==> config.mk <==
export PLATFORM = sky130hd
export DESIGN_NAME = button_conditioner
export DESIGN_NICKNAME = d
export VERILOG_FILES = /design/src/rtl/button_conditioner_pkg.sv /design/src/rtl/debounce_bit.sv /design/src/rtl/button_conditioner.sv
export SDC_FILE = /design/constraint.sdc
export NUM_CORES = 1
export LEC_CHECK = 0
export ABC_CLOCK_PERIOD_IN_PS = 1900
export CAP_MARGIN = 20
export CORE_MARGIN = 2
export CORE_UTILIZATION = 45
export DETAILED_ROUTE_END_ITERATION = 8
export GPL_ROUTABILITY_DRIVEN = 1
export HOLD_SLACK_MARGIN = 0.03
export PLACE_DENSITY = 0.66
export SLEW_MARGIN = 20
export SYNTH_ARGS = -nofsm -noshare
export SYNTH_HDL_FRONTEND = slang
export SYNTH_SLANG_ARGS = --single-unit
==> constraint.sdc <==
create_clock -name CLK -period 1.9 [get_ports CLK]
set_input_delay 0.285 -clock CLK [delete_from_list [all_inputs] [get_ports CLK]]
set_output_delay 0.285 -clock CLK [all_outputs]
set_load 0.03 [all_outputs]
==> src/rtl/button_conditioner_pkg.sv <==
// Shared constants for the pushbutton/switch conditioner: board clock,
// default and simulation debounce lengths, default counter width.
package button_conditioner_pkg;

    localparam int unsigned CLK_HZ           = 16_000_000;
    // One millisecond of stability at the board clock.
    localparam int unsigned DEBOUNCE_DEFAULT = CLK_HZ / 1000;
    localparam int unsigned DEBOUNCE_SIM     = 4;
    localparam int unsigned CNT_W_DEFAULT    = 16;

endpackage

==> src/rtl/debounce_bit.sv <==
// Single-input conditioner: two-flop synchroniser, stability counter,
// accepted level and a one-cycle pulse on each accepted rising transition.
module debounce_bit
    import button_conditioner_pkg::*;
#(
    parameter int unsigned DEBOUNCE_CYCLES = DEBOUNCE_DEFAULT,
    parameter int unsigned CNT_W           = CNT_W_DEFAULT
) (
    input  logic clk,
    input  logic rst,
    input  logic pin,
    output logic level,
    output logic rise
);

    localparam logic [CNT_W-1:0] LAST = CNT_W'(DEBOUNCE_CYCLES - 1);

    logic             s1;
    logic             s2;
    logic [CNT_W-1:0] cnt;

    // Any sample that agrees with the accepted level discards progress.
    always_ff @(posedge clk) begin
        if (rst) begin
            s1    <= 1'b0;
            s2    <= 1'b0;
            cnt   <= '0;
            level <= 1'b0;
            rise  <= 1'b0;
        end else begin
            s1   <= pin;
            s2   <= s1;
            rise <= 1'b0;
            if (s2 == level) begin
                cnt <= '0;
            end else if (cnt == LAST) begin
                cnt   <= '0;
                level <= s2;
                rise  <= s2;
            end else begin
                cnt <= cnt + CNT_W'(1);
            end
        end
    end

endmodule

==> src/rtl/button_conditioner.sv <==
// Debounced level, rise pulse and sticky press events for WIDTH pins.
// Define BUTTON_EVENT_EN to build the event flags, clr_i handling and irq_o.
module button_conditioner
    import button_conditioner_pkg::*;
#(
    parameter int unsigned WIDTH           = 4,
    parameter int unsigned DEBOUNCE_CYCLES = DEBOUNCE_DEFAULT,
    parameter int unsigned CNT_W           = CNT_W_DEFAULT
) (
    input  logic             CLK,
    input  logic             RST,
    input  logic [WIDTH-1:0] pin_i,
    output logic [WIDTH-1:0] level_o,
    output logic [WIDTH-1:0] rise_o,
    output logic [WIDTH-1:0] event_o,
    input  logic [WIDTH-1:0] clr_i,
    output logic             irq_o
);

    for (genvar i = 0; i < WIDTH; i++) begin : g_bit
        debounce_bit #(
            .DEBOUNCE_CYCLES (DEBOUNCE_CYCLES),
            .CNT_W           (CNT_W)
        ) u_bit (
            .clk   (CLK),
            .rst   (RST),
            .pin   (pin_i[i]),
            .level (level_o[i]),
            .rise  (rise_o[i])
        );
    end

`ifdef BUTTON_EVENT_EN
    logic [WIDTH-1:0] event_nxt_c;

    // A rise in the same cycle as a clear re-arms the flag.
    assign event_nxt_c = (event_o & ~clr_i) | rise_o;

    always_ff @(posedge CLK) begin
        if (RST) begin
            event_o <= '0;
            irq_o   <= 1'b0;
        end else begin
            event_o <= event_nxt_c;
            irq_o   <= |event_nxt_c;
        end
    end
`else
    logic unused_clr;

    assign unused_clr = ^clr_i;
    assign event_o    = '0;
    assign irq_o      = 1'b0;
`endif

endmodule

==> metrics.cfg, run 1 <==
[sta]
fin_setup_tns_ns = 0
fin_worst_skew_ns = 0.007547
setup_viol = 0
finalCriticalPeriod_ns = 1.804
fin_crit_sh_pct = 94.97
grt_setup_unrepaired = no
report.final.slew_viol_count = 0
postLayoutSetupSlackWorst_ns = 0.09551
final.hold.worst_slack_ns = 0.4358
hold_violations = 0
achievable-frequency_mhz = 554.2

[logic_synthesis]
synth-compound-area-share_pct = 2.293
synth_warnings = 0
syn_inst = 389
ys_top_cells_by_area = dfxtp_1, xnor2_1, nor2_1
share_of_synthesized_cell_area_in_and_or_nand_and_nor_gates_pct = 27.67
synthAdderAreaFrac_pct = 1.456
synth_top_area_share_pct = 46.60
ys_async_sr_fraction_pct = 0
synthMuxAreaShare_pct = 0.2912
main_combinational_cell_family_by_area_after_synthesis = simple AND/OR/NAND/NOR gates
yosysTopAreaCell = dfxtp_1
synthFlopType = dfxtp_1
netlist-cell-type-count = 34
post_synth_instance_area_mm2 = 0.003437
postSynthRegisterBits = 80
yosys.area_share.xor_xnor_pct = 15.29
synth_edf_count = 0
synth.avg_cell_area_um2 = 8.836
seq_area_frac_synth_pct = 46.60

[power]
internal_power_uw = 2283
power_switching_uw = 592.7
power_uw = 2875
clkPwrFrac_pct = 38.9
power_switching_share_pct = 20.61
vdd_drop_max_mv = 0.2729
comb_power_share_pct = 2.3
power.sequential.fraction_pct = 58.9
standby_leakage_power_uw = 0.001184
power-per-cell-area_mw_per_mm2 = 743.2

[cts]
cts.path.max_buffers = 2
clkLatencyLatePin_ns = 0.35
clk_pin_slew_worst_paths_ns = 0.07
tritoncts = built
cts_htree_levels = 3
cts_hold_buffers = 0
buffer_cell_driving_the_clock_tree_root = clkbuf_8
cts_setup_buffers = 0
cts.sink_count = 80
cts_made_buffers = 9
postCtsResizedCells = 0

[global_route]
grt.overflow.total = 0
via_count_of_the_first_global_routing_pass = 2379
antenna_found_initial = 0
gr-usage-all-layers_pct = 15.48
grt_pass1_wl_mm = 10.36
grt_start_max_net_pins = 16

[cells_and_area]
nNetsFinal = 427
flow.area_growth_from_synthesis_pct = 12.56
antenna_cells_inserted = 0
fill_cells = 661
final-instance-count-excl-fill = 515
drive_gt1_share_pct = 8.413

[critical_path]
timing.critical_path.to = g_bit[2].u_bit.cnt[5]$_SDFF_PP0_
reg2reg_depth = 5
r2r-start = g_bit[2].u_bit.cnt[15]$_SDFF_PP0_
worstPathMaxFanout = 6
reg2reg_to = g_bit[2].u_bit.cnt[5]$_SDFF_PP0_
critPathLaunch = g_bit[2].u_bit.cnt[15]$_SDFF_PP0_
setup.worst_path.start_class = flip-flop
critPathRequiredTime_ns = 2.14
worstSetupEndpointType = flip-flop
critical_path_class = flip-flop to flip-flop
worst_ep_arrival_time_ns = 2.04
timing.reg2reg.setup_slack_ns = 0.1

[routing]
dr.first_iter.drc_count = 84
post_drt_via_cell_ratio = 4.948
drc = 0
wire_per_inst_um = 11.30
dr_total_vias = 2548
drt-pass1-iter-count = 4
ant_nets = 0
final_wirelength_mm = 5.820

[worst_hold_path]
classification_of_the_worst_slack_hold_path = flip-flop to flip-flop
min_from = g_bit[2].u_bit.s1$_SDFF_PP0_

[floorplan]
die_height_um = 91.40
design.die.area_mm2 = 0.008353
fp-row-count = 31
die_width_um = 91.40
floorplan_core_area_mm2 = 0.007331
io_pins = 23
floorplan.initialDensity_pct = 46.89

[outcome]
run_status = finished clean

[placed_design]
dp_slack_ns = 0.1020
place.port_buffers = 13
placed_cells_incl_taps = 501
dpl.hpwl_mm = 4.039
gpl.final_weighted_congestion = 0.7731

[run]
max_cap_violation_count = 0

[cells by family after synthesis]
logic type	Yosys count
compound gates	10
flops	80
buf+inv	40
xor+xnor	60
mux	1
simple gates	193
other cells	1
fa+ha+maj	4
[how the worst min path moves through the flow]
stage	end	slack, ns	cells past startpoint
3_5_place_dp	g_bit[2].u_bit.s2$_SDFF_PP0_	0.43	1
6_report	g_bit[2].u_bit.s2$_SDFF_PP0_	0.44	1
5_1_grt	g_bit[2].u_bit.s2$_SDFF_PP0_	0.45	1
2_1_floorplan	g_bit[0].u_bit.s1$_SDFF_PP0_	0.41	1
4_1_cts	g_bit[2].u_bit.s2$_SDFF_PP0_	0.44	1
3_3_place_gp	g_bit[0].u_bit.s2$_SDFF_PP0_	0.42	1
[power groups by stage]
stage                     registers [uW]  clock network, uW  logic, uW
after floorplan                     1730                  0       49.9
after global placement              1730                  0       65.1
after detailed placement            1730                  0       65.9
after CTS                           1690               1150       66.3
after global routing                1690               1240       72.0
final                               1690               1120       65.6
[critical path, stage by stage (launching register included)]
cell and delay (ns):
dfxtp_1 0.33, or4b_1 0.54, or4_4 0.46, o21bai_4 0.15
buf_4 0.17, nor2_1 0.05
[sequential cells by signal, indices dropped and copies added (netlist names)]
register	cells
g_bit.u_bit.rise	4
g_bit.u_bit.s1	4
g_bit.u_bit.cnt	64
g_bit.u_bit.s2	4
g_bit.u_bit.level	4
[per-layer routing]
metal	part of all wire [%]	global-route usage, %
met1	49	19.12
met2	45	24.20
met3	3.3	3.983
met4	2.6	9.091
met5	0	0
[cells in the final DEF, fill, tap and decap left out, types with 2 or more instances in the layout]
cell,netlist,final
conb_1,1,5
buf_4,13,19
nor3_1,17,17
nand3_1,24,24
nand2b_1,4,4
nand2_1,12,12
nor2b_1,9,9
dfxtp_1,80,80
clkbuf_1,6,2
clkbuf_8,0,12
nor2_1,76,76
and3_1,6,6
and4_1,2,2
inv_1,17,17
nor4_1,24,24
xnor2_1,51,51
xor2_1,9,9
o21ai_0,2,2
clkdlybuf4s50_1,0,13
a21oi_1,2,2
nand4_1,14,14
ha_1,4,4
[cell type report]
cell class	instances	area (um2)	share of cell area [%]
repair buffers	32	272.8	7.050
well taps	99	123.9	3.202
inverters	17	63.81	1.649
multi-input cells	273	1634	42.24
clock buffers	14	172.7	4.463
flip-flops and latches	80	1602	41.40
[synthesized netlist by cell type (9+ instances only)]
cell type	number
xor2_1	9
inv_1	17
nor2_1	76
buf_4	13
nor3_1	17
nand4_1	14
nand2_1	12
xnor2_1	51
nor2b_1	9
nand3_1	24
nor4_1	24
dfxtp_1	80
[metrics by stage]
| stage | utilization [%] | instance area [um2] |
|---|---|---|
| after detailed placement | 50.42 | 3696 |
| after global routing | 52.77 | 3869 |
| final | 52.77 | 3869 |
| after global placement | 50.42 | 3696 |
| after CTS | 52.77 | 3869 |
| after floorplan | - | 3452 |
(Power assumes the default switching activity.)
==> inputs of run 2 (changes only) <==
--- a/config.mk
+++ b/config.mk
@@ -5,6 +5,7 @@
 export SDC_FILE = /design/constraint.sdc
 export NUM_CORES = 1
 export LEC_CHECK = 0
+export ABC_AREA = 1
 export ABC_CLOCK_PERIOD_IN_PS = 1900
 export CAP_MARGIN = 20
 export CORE_MARGIN = 2
@@ -12,7 +13,8 @@
 export DETAILED_ROUTE_END_ITERATION = 8
 export GPL_ROUTABILITY_DRIVEN = 1
 export HOLD_SLACK_MARGIN = 0.03
-export PLACE_DENSITY = 0.66
+export PLACE_DENSITY = 0.65
+export SKIP_CTS_REPAIR_TIMING = 1
 export SLEW_MARGIN = 20
 export SYNTH_ARGS = -nofsm -noshare
 export SYNTH_HDL_FRONTEND = slang
==> metrics.cfg, run 2 <==
[outcome]
run_status = finished clean  ; unchanged

[cts]
cts_htree_levels = 3  ; unchanged
clkLatencyLatePin_ns = 0.35  ; about the same
clk_pin_slew_worst_paths_ns = 0.08  ; was 0.07 ns
cts.sink_count = 80  ; unchanged
buffer_cell_driving_the_clock_tree_root = clkbuf_8  ; unchanged
cts.path.max_buffers = 2  ; unchanged
tritoncts = built  ; unchanged
cts_made_buffers = 9  ; unchanged

[sta]
finalCriticalPeriod_ns = 1.717  ; was 1.804 ns
fin_setup_tns_ns = 0  ; unchanged
fin_worst_skew_ns = 0.01343  ; was 0.007547 ns
report.final.slew_viol_count = 0  ; unchanged
grt_setup_unrepaired = no  ; unchanged
setup_viol = 0  ; unchanged
achievable-frequency_mhz = 582.3  ; was 554.2 MHz
hold_violations = 0  ; unchanged
final.hold.worst_slack_ns = 0.4114  ; was 0.4358 ns
fin_crit_sh_pct = 90.39  ; was 94.97%

[critical_path]
worstSetupEndpointType = output pin  ; was flip-flop
slowest_stage = clkdlybuf4s50_1  ; was or4b_1
worstPathMaxFanout = 4  ; was 6
setup.worst_path.start_class = flip-flop  ; unchanged
crit_path_cell_trace = clkdlybuf4s50_1  ; was or4b_1, or4_4, o21bai_4, buf_4, nor2_1
critical_path_class = flip-flop to output pin  ; was flip-flop to flip-flop
max_stage_delay_ns = 0.70  ; was 0.54 ns
worst_ep_arrival_time_ns = 1.43  ; was 2.04 ns
path_delay_family = buffers and inverters  ; was simple AND/OR/NAND/NOR gates
critPathRequiredTime_ns = 1.62  ; was 2.14 ns
crit_buf_inv = 1  ; unchanged

[floorplan]
design.die.area_mm2 = 0.01005  ; was 0.008353 mm2
io_pins = 23  ; unchanged
die_width_um = 100.3  ; was 91.40 um
floorplan_core_area_mm2 = 0.009109  ; was 0.007331 mm2
floorplan.initialDensity_pct = 45.77  ; was 46.89%
die_height_um = 100.3  ; was 91.40 um
fp-row-count = 35  ; was 31

[routing]
top_signal_layer_used = met4  ; unchanged
wire_per_inst_um = 10.48  ; was 11.30 um
ant_nets = 0  ; unchanged
routedLengthMet1_mm = 3.727  ; was 2.858 mm
met3_wirelength_um = 283  ; was 193 um
drt-pass1-iter-count = 5  ; was 4
final_wirelength_mm = 7.669  ; was 5.820 mm
dr.first_iter.drc_count = 76  ; was 84
routed-wl-met2_mm = 3.612  ; was 2.619 mm
dr_total_vias = 3535  ; was 2548
drc = 0  ; unchanged
post_drt_via_cell_ratio = 4.829  ; was 4.948

[cells_and_area]
layout.cells.most_common_list = nand2_1, nor2_1, inv_1  ; was dfxtp_1, nor2_1, xnor2_1
antenna_cells_inserted = 0  ; unchanged
drive_gt1_share_pct = 7.568  ; was 8.413%
flow.area_growth_from_synthesis_pct = 7.353  ; was 12.56%
nNetsFinal = 632  ; was 427
registers.top_by_ff_count = g_bit.u_bit.cnt  ; unchanged
final_core_util_pct = 49.13  ; was 52.77%
most_common_library_cell_in_the_layout_ignoring_fill_and_taps = nand2_1  ; was dfxtp_1
largest_register_ff_count = 64  ; unchanged

[placed_design]
gpl.final_weighted_congestion = 0.8336  ; was 0.7731
dpl.hpwl_mm = 5.715  ; was 4.039 mm
place.port_buffers = 13  ; unchanged

[power]
power-per-cell-area_mw_per_mm2 = 656.1  ; was 743.2 mW/mm2
power.sequential.fraction_pct = 57.6  ; was 58.9%
standby_leakage_power_uw = 0.001541  ; was 0.001184 uW
comb_power_share_pct = 2.3  ; about the same
vdd_drop_max_mv = 0.4271  ; was 0.2729 mV
power_switching_uw = 635.8  ; was 592.7 uW
power_uw = 2937  ; was 2875 uW
power_switching_share_pct = 21.65  ; was 20.61%
clkPwrFrac_pct = 40.1  ; was 38.9%
internal_power_uw = 2301  ; was 2283 uW

[logic_synthesis]
synth.avg_cell_area_um2 = 6.857  ; was 8.836 um2
synth_top_area_share_pct = 38.42  ; was 46.60%
syn_inst = 608  ; was 389
ys_async_sr_fraction_pct = 0  ; unchanged
synth_edf_count = 0  ; unchanged
postSynthRegisterBits = 80  ; unchanged
seq_area_frac_synth_pct = 38.42  ; was 46.60%
ys_top_cells_by_area = dfxtp_1, nand2_1, nor2_1  ; was dfxtp_1, xnor2_1, nor2_1
yosysTopAreaCell = dfxtp_1  ; unchanged
netlist-cell-type-count = 30  ; was 34
cell_with_the_most_instances_after_synthesis = nand2_1  ; was dfxtp_1
post_synth_instance_area_mm2 = 0.004169  ; was 0.003437 mm2
synthFlopType = dfxtp_1  ; unchanged
post_synth_most_frequent_cells = nand2_1, nor2_1, inv_1  ; was dfxtp_1, nor2_1, xnor2_1
synth_warnings = 0  ; unchanged

[global_route]
grt_start_max_net_pins = 17  ; was 16
gr-usage-all-layers_pct = 16.61  ; was 15.48%
antenna_found_initial = 0  ; unchanged
grt.overflow.total = 0  ; unchanged
via_count_of_the_first_global_routing_pass = 3258  ; was 2379
grt_pass1_wl_mm = 13.71  ; was 10.36 mm

[run]
max_cap_violation_count = 0  ; unchanged

[worst_hold_path]
classification_of_the_worst_slack_hold_path = flip-flop to flip-flop  ; unchanged

[run 2: cells by family (layout without fill, tap and decap cells)]
family	Yosys count	in the layout	share of synthesized area, %
other	1	5	0.08995
buffers and inverters	100	109	11.16
adders and majority gates	4	4	1.201
AOI/OAI and AO/OA	32	32	4.021
and+or+nand+nor	367	367	40.07
xor gates and xnor gates	24	24	5.042
DFF	80	80	38.42
[run 2: final cells by class]
| type | count | area (um2) |
|---|---|---|
| clock buffers | 11 | 131.4 |
| multi-input cells | 432 | 2117 |
| inverters | 81 | 304.0 |
| clock inverters | 3 | 45.04 |
| well taps | 111 | 138.9 |
| flip-flops and latches | 80 | 1602 |
| fillers | 931 | 4633 |
| repair buffers | 14 | 137.6 |
[run 2: final timing paths]
path	from	to	slack [ns]	depth (start not counted)
setup / recovery	g_bit[1].u_bit.level$_SDFFE_PP0P_	level_o[1]	0.18	1
hold / removal	g_bit[1].u_bit.s1$_SDFF_PP0_	g_bit[1].u_bit.s2$_SDFF_PP0_	0.41	2
setup reg to reg	g_bit[1].u_bit.cnt[0]$_SDFF_PP0_	g_bit[1].u_bit.cnt[10]$_SDFF_PP0_	0.36	6
hold reg to reg	g_bit[1].u_bit.s1$_SDFF_PP0_	g_bit[1].u_bit.s2$_SDFF_PP0_	0.41	2
[run 2: power groups by stage]
stage / clock (uW) / combinational, uW / sequential, uW
finish: 1180 / 66.8 / 1690
global route: 1300 / 75.7 / 1690
CTS: 1220 / 67.9 / 1690
detailed placement: 0 / 67.7 / 1730
global placement: 0 / 66.4 / 1730
floorplan: 0 / 59.4 / 1730
[run 2: per-stage QoR]
stage | area, um2 | setup WS (ns) | cells
after floorplan | 4184 | 0.5505 | 612
after global placement | 4299 | 0.2305 | 718
after detailed placement | 4299 | 0.2161 | 718
after CTS | 4476 | 0.1459 | 732
after global routing | 4476 | 0.1048 | 732
final | 4476 | 0.1827 | 732
[run 2: layer usage]
layer	track usage, %	vias up
li1	-	1900
met1	20.69	1578
met2	28.39	53
met3	3.900	4
met4	5.269	0
met5	0	-
